===== src/rtl/sprite_blitter.sv =====
// sprite_blitter: copies a rectangular sprite from a palette-index ROM into a
// framebuffer. Pixels go out in row-major order, with transparent and
// off-screen pixels dropped.
//
// Handshake: a framebuffer write completes on a rising edge where fb_we and
// fb_ready are both high. fb_we never drops before that edge. WriteX, WriteY
// and fb_data stay constant while fb_we waits for fb_ready.
module sprite_blitter #(
    parameter int unsigned ROM_LAT  = 2,
    parameter logic [3:0]  TRANSP   = 4'h0,
    parameter int unsigned SCREEN_W = 640,
    parameter int unsigned SCREEN_H = 480
) (
    input  logic        pixel_Clk,
    input  logic        Reset_n,
    input  logic        start,
    input  logic [9:0]  PosX,
    input  logic [9:0]  PosY,
    input  logic [17:0] base,
    input  logic [7:0]  SizeX,
    input  logic [7:0]  SizeY,
    output logic [17:0] rom_addr,
    input  logic [3:0]  rom_data,
    output logic        fb_we,
    output logic [9:0]  WriteX,
    output logic [9:0]  WriteY,
    output logic [3:0]  fb_data,
    input  logic        fb_ready,
    output logic        busy,
    output logic        done,
    output logic [2:0]  dbg_state_o
);

    typedef enum logic [2:0] {
        S_IDLE  = 3'd0,
        S_FETCH = 3'd1,
        S_WAIT  = 3'd2,
        S_WRITE = 3'd3,
        S_DONE  = 3'd4
    } state_t;

    localparam logic [2:0]  WAIT_LAST = 3'(ROM_LAT - 1);
    localparam logic [10:0] SCR_W     = 11'(SCREEN_W);
    localparam logic [10:0] SCR_H     = 11'(SCREEN_H);

    state_t      state_q, state_d;
    logic [9:0]  pos_x_q, pos_x_d;
    logic [9:0]  pos_y_q, pos_y_d;
    logic [7:0]  size_x_q, size_x_d;
    logic [7:0]  size_y_q, size_y_d;
    logic [7:0]  dist_x_q, dist_x_d;
    logic [7:0]  dist_y_q, dist_y_d;
    logic [17:0] addr_q, addr_d;
    logic [2:0]  wait_q, wait_d;
    logic [3:0]  data_q, data_d;

    // Screen coordinates are kept at 11 bits so that a sprite running off the
    // right or bottom edge is clipped and does not wrap around to the far side.
    logic [10:0] sum_x, sum_y;
    logic        skip;

    assign sum_x = {1'b0, pos_x_q} + {3'b000, dist_x_q};
    assign sum_y = {1'b0, pos_y_q} + {3'b000, dist_y_q};
    assign skip  = (data_q == TRANSP) || (sum_x >= SCR_W) || (sum_y >= SCR_H);

    assign rom_addr    = addr_q;
    assign fb_data     = data_q;
    assign WriteX      = sum_x[9:0];
    assign WriteY      = sum_y[9:0];
    assign fb_we       = (state_q == S_WRITE) && !skip;
    assign busy        = (state_q == S_FETCH) || (state_q == S_WAIT) || (state_q == S_WRITE);
    assign done        = (state_q == S_DONE);
    assign dbg_state_o = state_q;

    // Next-state logic. Row-major order means each pixel's ROM address is
    // one more than the previous pixel's address.
    always_comb begin
        state_d  = state_q;
        pos_x_d  = pos_x_q;
        pos_y_d  = pos_y_q;
        size_x_d = size_x_q;
        size_y_d = size_y_q;
        dist_x_d = dist_x_q;
        dist_y_d = dist_y_q;
        addr_d   = addr_q;
        wait_d   = wait_q;
        data_d   = data_q;
        case (state_q)
            S_IDLE: begin
                if (start) begin
                    pos_x_d  = PosX;
                    pos_y_d  = PosY;
                    size_x_d = SizeX;
                    size_y_d = SizeY;
                    dist_x_d = 8'd0;
                    dist_y_d = 8'd0;
                    addr_d   = base;
                    state_d  = ((SizeX == 8'd0) || (SizeY == 8'd0)) ? S_DONE : S_FETCH;
                end
            end
            S_FETCH: begin
                wait_d  = WAIT_LAST;
                state_d = S_WAIT;
            end
            S_WAIT: begin
                if (wait_q == 3'd0) begin
                    data_d  = rom_data;
                    state_d = S_WRITE;
                end else begin
                    wait_d = wait_q - 3'd1;
                end
            end
            S_WRITE: begin
                if (skip || fb_ready) begin
                    addr_d = addr_q + 18'd1;
                    if (dist_x_q == size_x_q - 8'd1) begin
                        dist_x_d = 8'd0;
                        if (dist_y_q == size_y_q - 8'd1) begin
                            state_d = S_DONE;
                        end else begin
                            dist_y_d = dist_y_q + 8'd1;
                            state_d  = S_FETCH;
                        end
                    end else begin
                        dist_x_d = dist_x_q + 8'd1;
                        state_d  = S_FETCH;
                    end
                end
            end
            S_DONE: begin
                state_d = S_IDLE;
            end
            default: begin
                state_d = S_IDLE;
            end
        endcase
    end

    // State register. Reset abandons any blit in progress and clears every output.
    always_ff @(posedge pixel_Clk or negedge Reset_n) begin
        if (!Reset_n) begin
            state_q  <= S_IDLE;
            pos_x_q  <= '0;
            pos_y_q  <= '0;
            size_x_q <= '0;
            size_y_q <= '0;
            dist_x_q <= '0;
            dist_y_q <= '0;
            addr_q   <= '0;
            wait_q   <= '0;
            data_q   <= '0;
        end else begin
            state_q  <= state_d;
            pos_x_q  <= pos_x_d;
            pos_y_q  <= pos_y_d;
            size_x_q <= size_x_d;
            size_y_q <= size_y_d;
            dist_x_q <= dist_x_d;
            dist_y_q <= dist_y_d;
            addr_q   <= addr_d;
            wait_q   <= wait_d;
            data_q   <= data_d;
        end
    end

endmodule


===== config.mk =====
export PLATFORM = sky130hd
export DESIGN_NAME = sprite_blitter
export DESIGN_NICKNAME = d
export VERILOG_FILES = /design/src/rtl/sprite_blitter.sv
export SDC_FILE = /design/constraint.sdc
export NUM_CORES = 1
export LEC_CHECK = 0
export CORE_MARGIN = 3
export CORE_UTILIZATION = 50
export DETAILED_ROUTE_END_ITERATION = 12
export PLACE_DENSITY_LB_ADDON = 0.3
export SYNTH_ARGS = -nofsm -noshare
export SYNTH_HDL_FRONTEND = slang
export SYNTH_SLANG_ARGS = --single-unit

===== constraint.sdc =====
create_clock -name pixel_Clk -period 3.2 [get_ports pixel_Clk]
set_input_delay 0.96 -clock pixel_Clk [delete_from_list [all_inputs] [get_ports pixel_Clk]]
set_output_delay 0.96 -clock pixel_Clk [all_outputs]
set_load 0.05 [all_outputs]

==> results of run 1 <==
## worst max-delay path, delay by kind of cell (launching register included)
family	cells	cell delay, ns
flip-flops	1	0.40
XOR/XNOR	1	0.17
adder cells (fa/ha/maj)	2	0.56
buffers and inverters	1	0.18
AND/OR/NAND/NOR	2	0.48
AO/OA/AOI/OAI	3	0.62
## state kept, by name, indices dropped and copies added, names as in the netlist
| register | flops |
|---|---|
| pos_y_q | 10 |
| size_y_q | 8 |
| rom_addr | 18 |
| dist_x_q | 8 |
| size_x_q | 8 |
| fb_data | 4 |
| dbg_state_o | 3 |
| wait_q | 3 |
| pos_x_q | 10 |
| dist_y_q | 8 |
## where the power goes
| group | switching, mW | internal (mW) | leakage [nW] |
|---|---|---|---|
| combinational | 3.06 | 2.15 | 2.33 |
| sequential | 0.454 | 1.42 | 1.01 |
| clock | 0.384 | 0.400 | 0.101 |
## what timing repair did
item | CTS | global route
hold buffers | 0 | 0
resized for setup | 27 | 12
pin swaps | 16 | 8
setup endpoints to repair | 10 | 12
setup buffers | 9 | 7
## cells in the final DEF, fill, tap and decap left out, types with 11 or more instances in the layout
master,n
buf_12,13
dfrtp_1,80
and3_1,21
buf_4,56
nand2_1,134
o21ai_0,29
clkbuf_8,11
nand3_1,14
ha_1,17
clkdlybuf4s50_1,89
nor2_1,23
xnor2_1,20
inv_1,21
a21oi_1,39
## worst paths after layout
check                              end       start
max                              fb_we  pos_y_q[0]
min                         pos_y_q[6]  pos_y_q[6]
max reg2reg                dist_y_q[2]  pos_x_q[0]
min reg2reg                 pos_y_q[6]  pos_y_q[6]
max in group asynchronous  rom_addr[2]     Reset_n
min in group asynchronous  rom_addr[9]     Reset_n
## per-stage QoR
stage / instance area (sq um) / hold slack, ns / TNS (ns)
after floorplan: 5333 / 0.4523 / -0.4017
after global placement: 6959 / 0.4659 / -0.09565
after detailed placement: 6959 / 0.4727 / -0.1406
after CTS: 7348 / 0.4981 / -1.998
after global routing: 7420 / 0.5244 / -2.652
final: 7420 / 0.4984 / -1.687
## cells by family after synthesis
logic type,share of synthesized area (%)
flops,38.35
fa+ha+maj,6.280
mux,1.055
xor+xnor,5.848
buf+inv,3.715
simple gates,24.14
compound gates,20.61
## cell type report
cell class / count / area (sq um) / area share, %
clock buffers: 11 / 151.4 / 2.040
clock inverters: 5 / 55.05 / 0.7420
inverters: 21 / 78.83 / 1.062
multi-input cells: 480 / 3276 / 44.15
flip-flops and latches: 80 / 2002 / 26.98
well taps: 133 / 166.4 / 2.243
repair buffers: 167 / 1690 / 22.78
## per-layer routing
metal	vias to the layer above	share of wire [%]	wire length [um]
met1	2511	40	6185
li1	2473	-	-
met4	0	2.5	387
met5	-	0	0
met3	34	5.5	849
met2	175	52	7992
==> results.toml, run 1 <==
[cts]
clock_latency_ns = 0.37
cts-root-buf = "clkbuf_8"
clk_pin_slew_ns = 0.08
cts_tree = "built"
clock_sinks = 80
clock_path_buffers = 2
ctsHtreeMaxLevel = 3
cts-buffers-inserted = 9

[cells_and_area]
final_core_util_pct = 74.53
area.growth.synth_to_final_pct = 42.14
final_cell_count_no_fill = 897
drive_gt1_share_pct = 19.76
fill_cells = 727
antennaDiodeCount = 0
nNetsFinal = 846

[place]
dpl.cell_count = 870
hpwl_mm = 10.98
port_buffers = 109
place.gp.congestion = 0.8792
place_ws_ns = -0.1406

[drt]
wire_per_inst_um = 17.19
via_count = 5193
drc = 0
wl_mm = 15.42
drtPass1Iterations = 5
drt_iter0_drc = 241
vias_per_cell = 5.789
detail-route-antenna-nets = 0

[global_routing]
grt_pass1_wl_mm = 24.92
grtUsageMet3_pct = 5.672
grtUsageMet2_pct = 46.54
busiest_layer = "met2"
antenna_found_initial = 0
met1_usage_pct = 32.29
grt_pass1_vias = 5234
grt_overflow = 0
track_usage_pct = 26.72
grt_max_degree = 51

[sta]
fin_skew_ns = 0.01541
final-hold-violation-count = 0
report.final.slew_viol_count = 0
max_freq_ghz = 0.2684
setup_violations = 8
rsz0062_at_grt = "true"
slew-limit-headroom_pct = 40.12
period_needed_ns = 3.725
finalWorstSetupSlack_ns = -0.5251
worst_pin_slew_ns = 0.8857
period_share_pct = 116.4

[setup_path]
worstPathArrival_ns = 2.77
ff2ff_setup_slack_ns = 0.15
path_class = "reg -> out"
endpoint_kind = "output port"
crit_path_max_fanout = 2
r2r_cells = 13
slowest_stage = "dfrtp_1"
cpPeakStageDelay_ns = 0.40
start_kind = "flop"
critical_path_required_ns = 2.24
crit_chain = "ha_2, fa_2, a211o_1, a21oi_2, o21bai_2, xor2_4, nand4_1, nor4bb_4, buf_12"

[synthesis]
synth_top_area_share_pct = 38.35
syn_area_sq_mm = 0.005220
synth_cell_types = 72
synth.area.top_cells = "dfrtp_1 (38%), nand2_1 (9.6%), ha_1 (5.5%), a21oi_1 (4.3%), xnor2_1 (3.9%)"
synthCells = 607
synth_edf_count = 0
avgSynthCellArea_sq_um = 8.600
syn-num-nets = 694
ys_seq_area_share_pct = 38.35
yosysMostFrequentCell = "nand2_1"
ys_seq_elements = 80
yosysTopAreaCell = "dfrtp_1"
synth_top_flop_cell = "dfrtp_1"
ys_warn_count = 0
synth_common_cells = "nand2_1 (134), dfrtp_1 (80), a21oi_1 (45), o21ai_0 (32)"
synthArstFlopShare_pct = 100.0

[outcome]
violations = "setup timing"
status = "complete, but fails checks"

[floorplan]
core_area_sq_mm = 0.009955
num_rows = 36
die_area_sq_mm = 0.01170
die_h_um = 108.2
initial_core_util_pct = 52.44
die_w_um = 108.2
ioPinCount = 110

[power]
power_mw = 7.872
p_leak_nw = 3.441
power.density_mw_per_mm2 = 1061
worst_ir_drop_vdd_uv = 736.3

[hold_path]
worst_hold_path_type = "reg -> reg"
hold_depth = 2

[run]
maxCapViolCount = 0
No activity file was read; power rests on OpenSTA's default activity.
==> run 2, diff against run 1 <==
--- a/config.mk
+++ b/config.mk
@@ -7,8 +7,10 @@
 export LEC_CHECK = 0
 export CORE_MARGIN = 3
 export CORE_UTILIZATION = 50
+export CTS_CLUSTER_DIAMETER = 60
 export DETAILED_ROUTE_END_ITERATION = 12
 export PLACE_DENSITY_LB_ADDON = 0.3
+export SKIP_CTS_REPAIR_TIMING = 1
 export SYNTH_ARGS = -nofsm -noshare
 export SYNTH_HDL_FRONTEND = slang
 export SYNTH_SLANG_ARGS = --single-unit
==> run 2 against run 1 <==
- the flow still finishes with violations (setup timing)
- sequential power hardly changed
- first-iteration DRC count increased by 6.2%
- register-to-register slack barely moved
- global-route usage is 0.58 points lower
- non-clock buffer count fell by 2
- wire length fell by 0.95%
- design area about the same
- worst hold slack worse by 0.0010 ns
- utilization hardly changed
- die area did not move
- clock power about the same
- total power about the same
- largest power group unchanged
==> results.toml, run 2 (synthesized netlist as in run 1, its figures left out) <==
[outcome]
status = "complete, but fails checks"
violations = "setup timing"

[global_routing]
met1_usage_pct = 31.84
grt_pass1_vias = 5152
grtUsageMet2_pct = 45.52
busiest_layer = "met2"
track_usage_pct = 26.15
antenna_found_initial = 0
grt_pass1_wl_mm = 24.41
grt_overflow = 0
grtUsageMet3_pct = 5.612
grt_max_degree = 51

[floorplan]
core_area_sq_mm = 0.009955
die_w_um = 108.2
die_area_sq_mm = 0.01170
die_h_um = 108.2
initial_core_util_pct = 52.44
num_rows = 36
ioPinCount = 110

[drt]
wl_mm = 15.27
drtPass1Iterations = 5
drc = 0
wire_per_inst_um = 17.06
drt_iter0_drc = 256
detail-route-antenna-nets = 0
via_count = 5189
vias_per_cell = 5.798

[cts]
ctsHtreeMaxLevel = 3
clk_pin_slew_ns = 0.08
clock_sinks = 80
cts-buffers-inserted = 9
clock_path_buffers = 2
cts_tree = "built"
clock_latency_ns = 0.37
cts-root-buf = "clkbuf_8"

[cells_and_area]
nNetsFinal = 844
area.growth.synth_to_final_pct = 42.19
final_common_cell = "nand2_1"
multi_input_area_sq_mm = 0.003289
largest_reg_flops = 18
final_cell_mix = "nand2_1 (133), clkdlybuf4s50_1 (89), dfrtp_1 (80), buf_4 (53), a21oi_1 (39)"
antennaDiodeCount = 0
seq_area_sq_mm = 0.002002
drive_gt1_share_pct = 19.55
fill_cells = 724

[sta]
worst_pin_slew_ns = 0.8861
fin_skew_ns = 0.01581
setup_violations = 9
finalWorstSetupSlack_ns = -0.5466
slew-limit-headroom_pct = 40.09
hold_ws_ns = 0.4974
max_freq_ghz = 0.2669
report.final.slew_viol_count = 0
final-hold-violation-count = 0
period_needed_ns = 3.747
period_share_pct = 117.1
rsz0062_at_grt = "true"

[power]
pwr-share-clk_pct = 10.0
power_frac_comb_pct = 66.2
power.switching_mw = 3.893
seqPwrFrac_pct = 23.8
power.density_mw_per_mm2 = 1061
p_int_mw = 3.982
switching_share_pct = 49.43
worst_ir_drop_vdd_uv = 742.7
p_leak_nw = 3.440

[run]
maxCapViolCount = 0

[place]
hpwl_mm = 10.98
port_buffers = 109
place.gp.congestion = 0.8792
place_ws_ns = -0.1406

[setup_path]
start_kind = "flop"
r2r_cells = 12
path_class = "reg -> out"
crit_path_max_fanout = 2
endpoint_kind = "output port"
worstPathArrival_ns = 2.79
critical_path_required_ns = 2.24

[hold_path]
hold_depth = 2
worst_hold_path_type = "reg -> reg"
run 2: per-stage QoR:
stage                     instances  setup TNS (ns)  power (mW)  utilization [%]  cell area (sq um)
after floorplan                 607         -0.4017       5.092                -               5333
after global placement          870        -0.09565       6.717            69.91               6959
after detailed placement        870         -0.1406       6.862            69.91               6959
after CTS                       886          -2.298       7.680            71.98               7166
after global routing            895          -2.636       8.377            74.56               7422
final                           895          -1.755       7.875            74.56               7422
run 2: worst max-delay path, cell delays in order, from the launching register on:
cell and delay [ns]:
dfrtp_1 0.40, ha_2 0.21, fa_2 0.35, a211o_1 0.32
a21oi_4 0.21, o21ai_4 0.11, xor2_4 0.17, nand4_1 0.12
nor4bb_4 0.36, buf_12 0.18
run 2: worst paths after layout:
path | start | to | slack [ns]
worst min-delay path | pos_y_q[6] | pos_y_q[6] | 0.50
worst min register to register | pos_y_q[6] | pos_y_q[6] | 0.50
min in group asynchronous | Reset_n | rom_addr[5] | 0.56
max in group asynchronous | Reset_n | pos_x_q[9] | 2.02
worst max-delay path | pos_y_q[0] | fb_we | -0.55
worst max register to register | pos_y_q[0] | dist_y_q[2] | 0.14
run 2: metal layers:
metal	part of all wire, %	vias up
met1	41	2534
met2	52	150
met5	0	-
met4	2.5	0
li1	-	2471
met3	4.8	34
run 2: area by class of cell:
class / instances / area share (%)
multi-input combinational: 480 / 44.32
sequential: 80 / 26.97
timing repair buffer: 165 / 22.62
tap: 133 / 2.242
clock buffer: 11 / 2.040
inverter: 21 / 1.062
clock inverter: 5 / 0.7417
run 2: power groups by stage:
| stage | registers [mW] | logic, mW | clock network, mW |
|---|---|---|---|
| after floorplan | 2.28 | 2.81 | 0 |
| after global placement | 1.84 | 4.88 | 0 |
| after detailed placement | 1.86 | 5.00 | 0 |
| after CTS | 1.85 | 5.03 | 0.802 |
| after global routing | 1.93 | 5.61 | 0.843 |
| final | 1.87 | 5.22 | 0.785 |
==> run 3, diff against run 2 <==
==> constraint.sdc (replaced) <==
create_clock -name pixel_Clk -period 4.32 [get_ports pixel_Clk]
set_input_delay 1.296 -clock pixel_Clk [delete_from_list [all_inputs] [get_ports pixel_Clk]]
set_output_delay 1.296 -clock pixel_Clk [all_outputs]
set_load 0.05 [all_outputs]
==> run 3 against run 2 <==
- the flow now finishes without violations
- non-clock buffer count is 47 lower
- cell count is 5.4% lower
- clock skew is 0.0030 ns lower
- combinational power is 37% lower
- critical path depth is 1 lower
- highest routed layer unchanged
==> results.toml, run 3 (synthesized netlist as in run 1, its figures left out) <==
[outcome]
status = "finished, final reports clean"

[drt]
vias_per_cell = 5.821
detail-route-antenna-nets = 0
drt_iter0_drc = 285
via_count = 4930
drc = 0
drtPass1Iterations = 5
wire_per_inst_um = 16.79
wl_mm = 14.22

[global_routing]
antenna_found_initial = 0
grt_max_degree = 81
grt_overflow = 0
grt_pass1_wl_mm = 23.24
grt_pass1_vias = 4869
track_usage_pct = 24.66

[floorplan]
core_area_sq_mm = 0.009955
initial_core_util_pct = 52.44
die_area_sq_mm = 0.01170
num_rows = 36
die_h_um = 108.2
ioPinCount = 110
die_w_um = 108.2

[cts]
clock_sinks = 80
clk_pin_slew_ns = 0.09
ctsHtreeMaxLevel = 3
cts_tree = "built"
cts-buffers-inserted = 9
cts-root-buf = "clkbuf_8"
clock_path_buffers = 2
clock_latency_ns = 0.35

[setup_path]
start_kind = "flop"
critical_path_required_ns = 3.02
crit_start = "pos_x_q[0]"
r2r_cells = 12
reg2reg_to = "dist_y_q[6]"
cpPeakStageDelay_ns = 0.40
ff2ff_setup_slack_ns = 0.80
crit_chain = "ha_1, fa_2, a21o_1, a221oi_4, o311ai_2, o211ai_2, nor4bb_4, buf_12"
slowest_stage = "dfrtp_1"
cp-endpoint = "fb_we"
crit_path_max_fanout = 4
worstPathArrival_ns = 2.88
critical_path_buf_inv_count = 1
endpoint_kind = "output port"
critPathTopFamily = "compound AO/OA/AOI/OAI gates"
path_class = "reg -> out"
cp.depth = 8
r2r-start = "pos_x_q[0]"

[cells_and_area]
final_common_cell = "nand2_1"
antennaDiodeCount = 0
area.growth.synth_to_final_pct = 28.69
final_core_util_pct = 67.48
nNetsFinal = 797
drive_gt1_share_pct = 8.824
largest_reg_flops = 18
final_cell_mix = "nand2_1 (134), clkdlybuf4s50_1 (99), dfrtp_1 (78), a21oi_1 (44), o21ai_0 (32)"

[hold_path]
hold_depth = 2
worst_hold_path_type = "reg -> reg"

[place]
port_buffers = 109
hpwl_mm = 10.05
place.gp.congestion = 0.8894

[sta]
hold_ws_ns = 0.4941
setup_violations = 0
rsz0062_at_grt = "false"
fin_skew_ns = 0.01277
period_needed_ns = 4.179
slew-limit-headroom_pct = 31.32
final-hold-violation-count = 0
max_freq_ghz = 0.2393
report.final.slew_viol_count = 0
worst_pin_slew_ns = 1.030
period_share_pct = 96.75

[run]
maxCapViolCount = 0

[power]
power.density_mw_per_mm2 = 794.6
worst_ir_drop_vdd_uv = 503.3
p_leak_nw = 3.116
## run 3: changes by cell type in the layout (fill, tap and decap cells not counted), moves of 3 or more
cell / before / now
buf_4: 53 / 14
buf_12: 13 / 1
clkdlybuf4s50_1: 89 / 99
buf_6: 8 / 0
a21oi_1: 39 / 44
ha_1: 17 / 22
dlymetal6s2s_1: 0 / 4
ha_2: 4 / 0
xnor2_1: 19 / 23
a21oi_2: 5 / 2
o21ai_0: 29 / 32
xnor2_2: 3 / 0
## run 3: final cells by class
cell class,instances,area (sq um)
Clock buffer,10,137.6
Clock inverter,5,81.33
Fill cell,811,3237
Inverter,21,78.83
Multi-Input combinational cell,480,3083
Sequential cell,80,2004
Tap cell,133,166.4
Timing Repair Buffer,118,1166
## run 3: power breakdown
group	internal [mW]	switching [mW]
sequential	1.05	0.367
clock	0.338	0.276
combinational	1.22	2.09
## run 3: worst min-delay path by stage
stage | slack (ns) | startpoint | endpoint
finish | 0.49 | pos_y_q[7] | pos_y_q[7]
global route | 0.51 | pos_y_q[0] | pos_y_q[0]
CTS | 0.50 | pos_y_q[0] | pos_y_q[0]
detailed placement | 0.47 | pos_x_q[5] | pos_x_q[5]
global placement | 0.47 | pos_x_q[4] | pos_x_q[4]
floorplan | 0.45 | pos_x_q[0] | pos_x_q[0]
## run 3: layer usage
metal	track usage (%)	routed length [um]	vias to the layer above	part of all wire, %
li1	-	-	2380	-
met2	41.79	7097	164	50
met5	0	0	-	0
met4	7.935	295	0	2.1
met3	4.478	754	25	5.3
met1	32.07	6069	2361	43
## run 3: worst min-delay path: cells and delay by family, from the launching register on
| family | cells | cell delay [ns] |
|---|---|---|
| DFF | 1 | 0.36 |
| and+or+nand+nor | 2 | 0.10 |
## run 3: stage by stage
step / cell area, sq um / instances / setup TNS (ns) / power, mW / worst slack (ns)
5_1_grt: 6718 / 847 / 0 / 5.707 / 0.01297
3_3_place_gp: 6434 / 829 / 0 / 4.585 / 0.3876
4_1_cts: 6653 / 844 / -0.1693 / 5.298 / -0.06323
3_5_place_dp: 6434 / 829 / 0 / 4.672 / 0.3312
2_1_floorplan: 5243 / 607 / 0 / 3.708 / 0.08634
6_report: 6718 / 847 / 0 / 5.338 / 0.1406
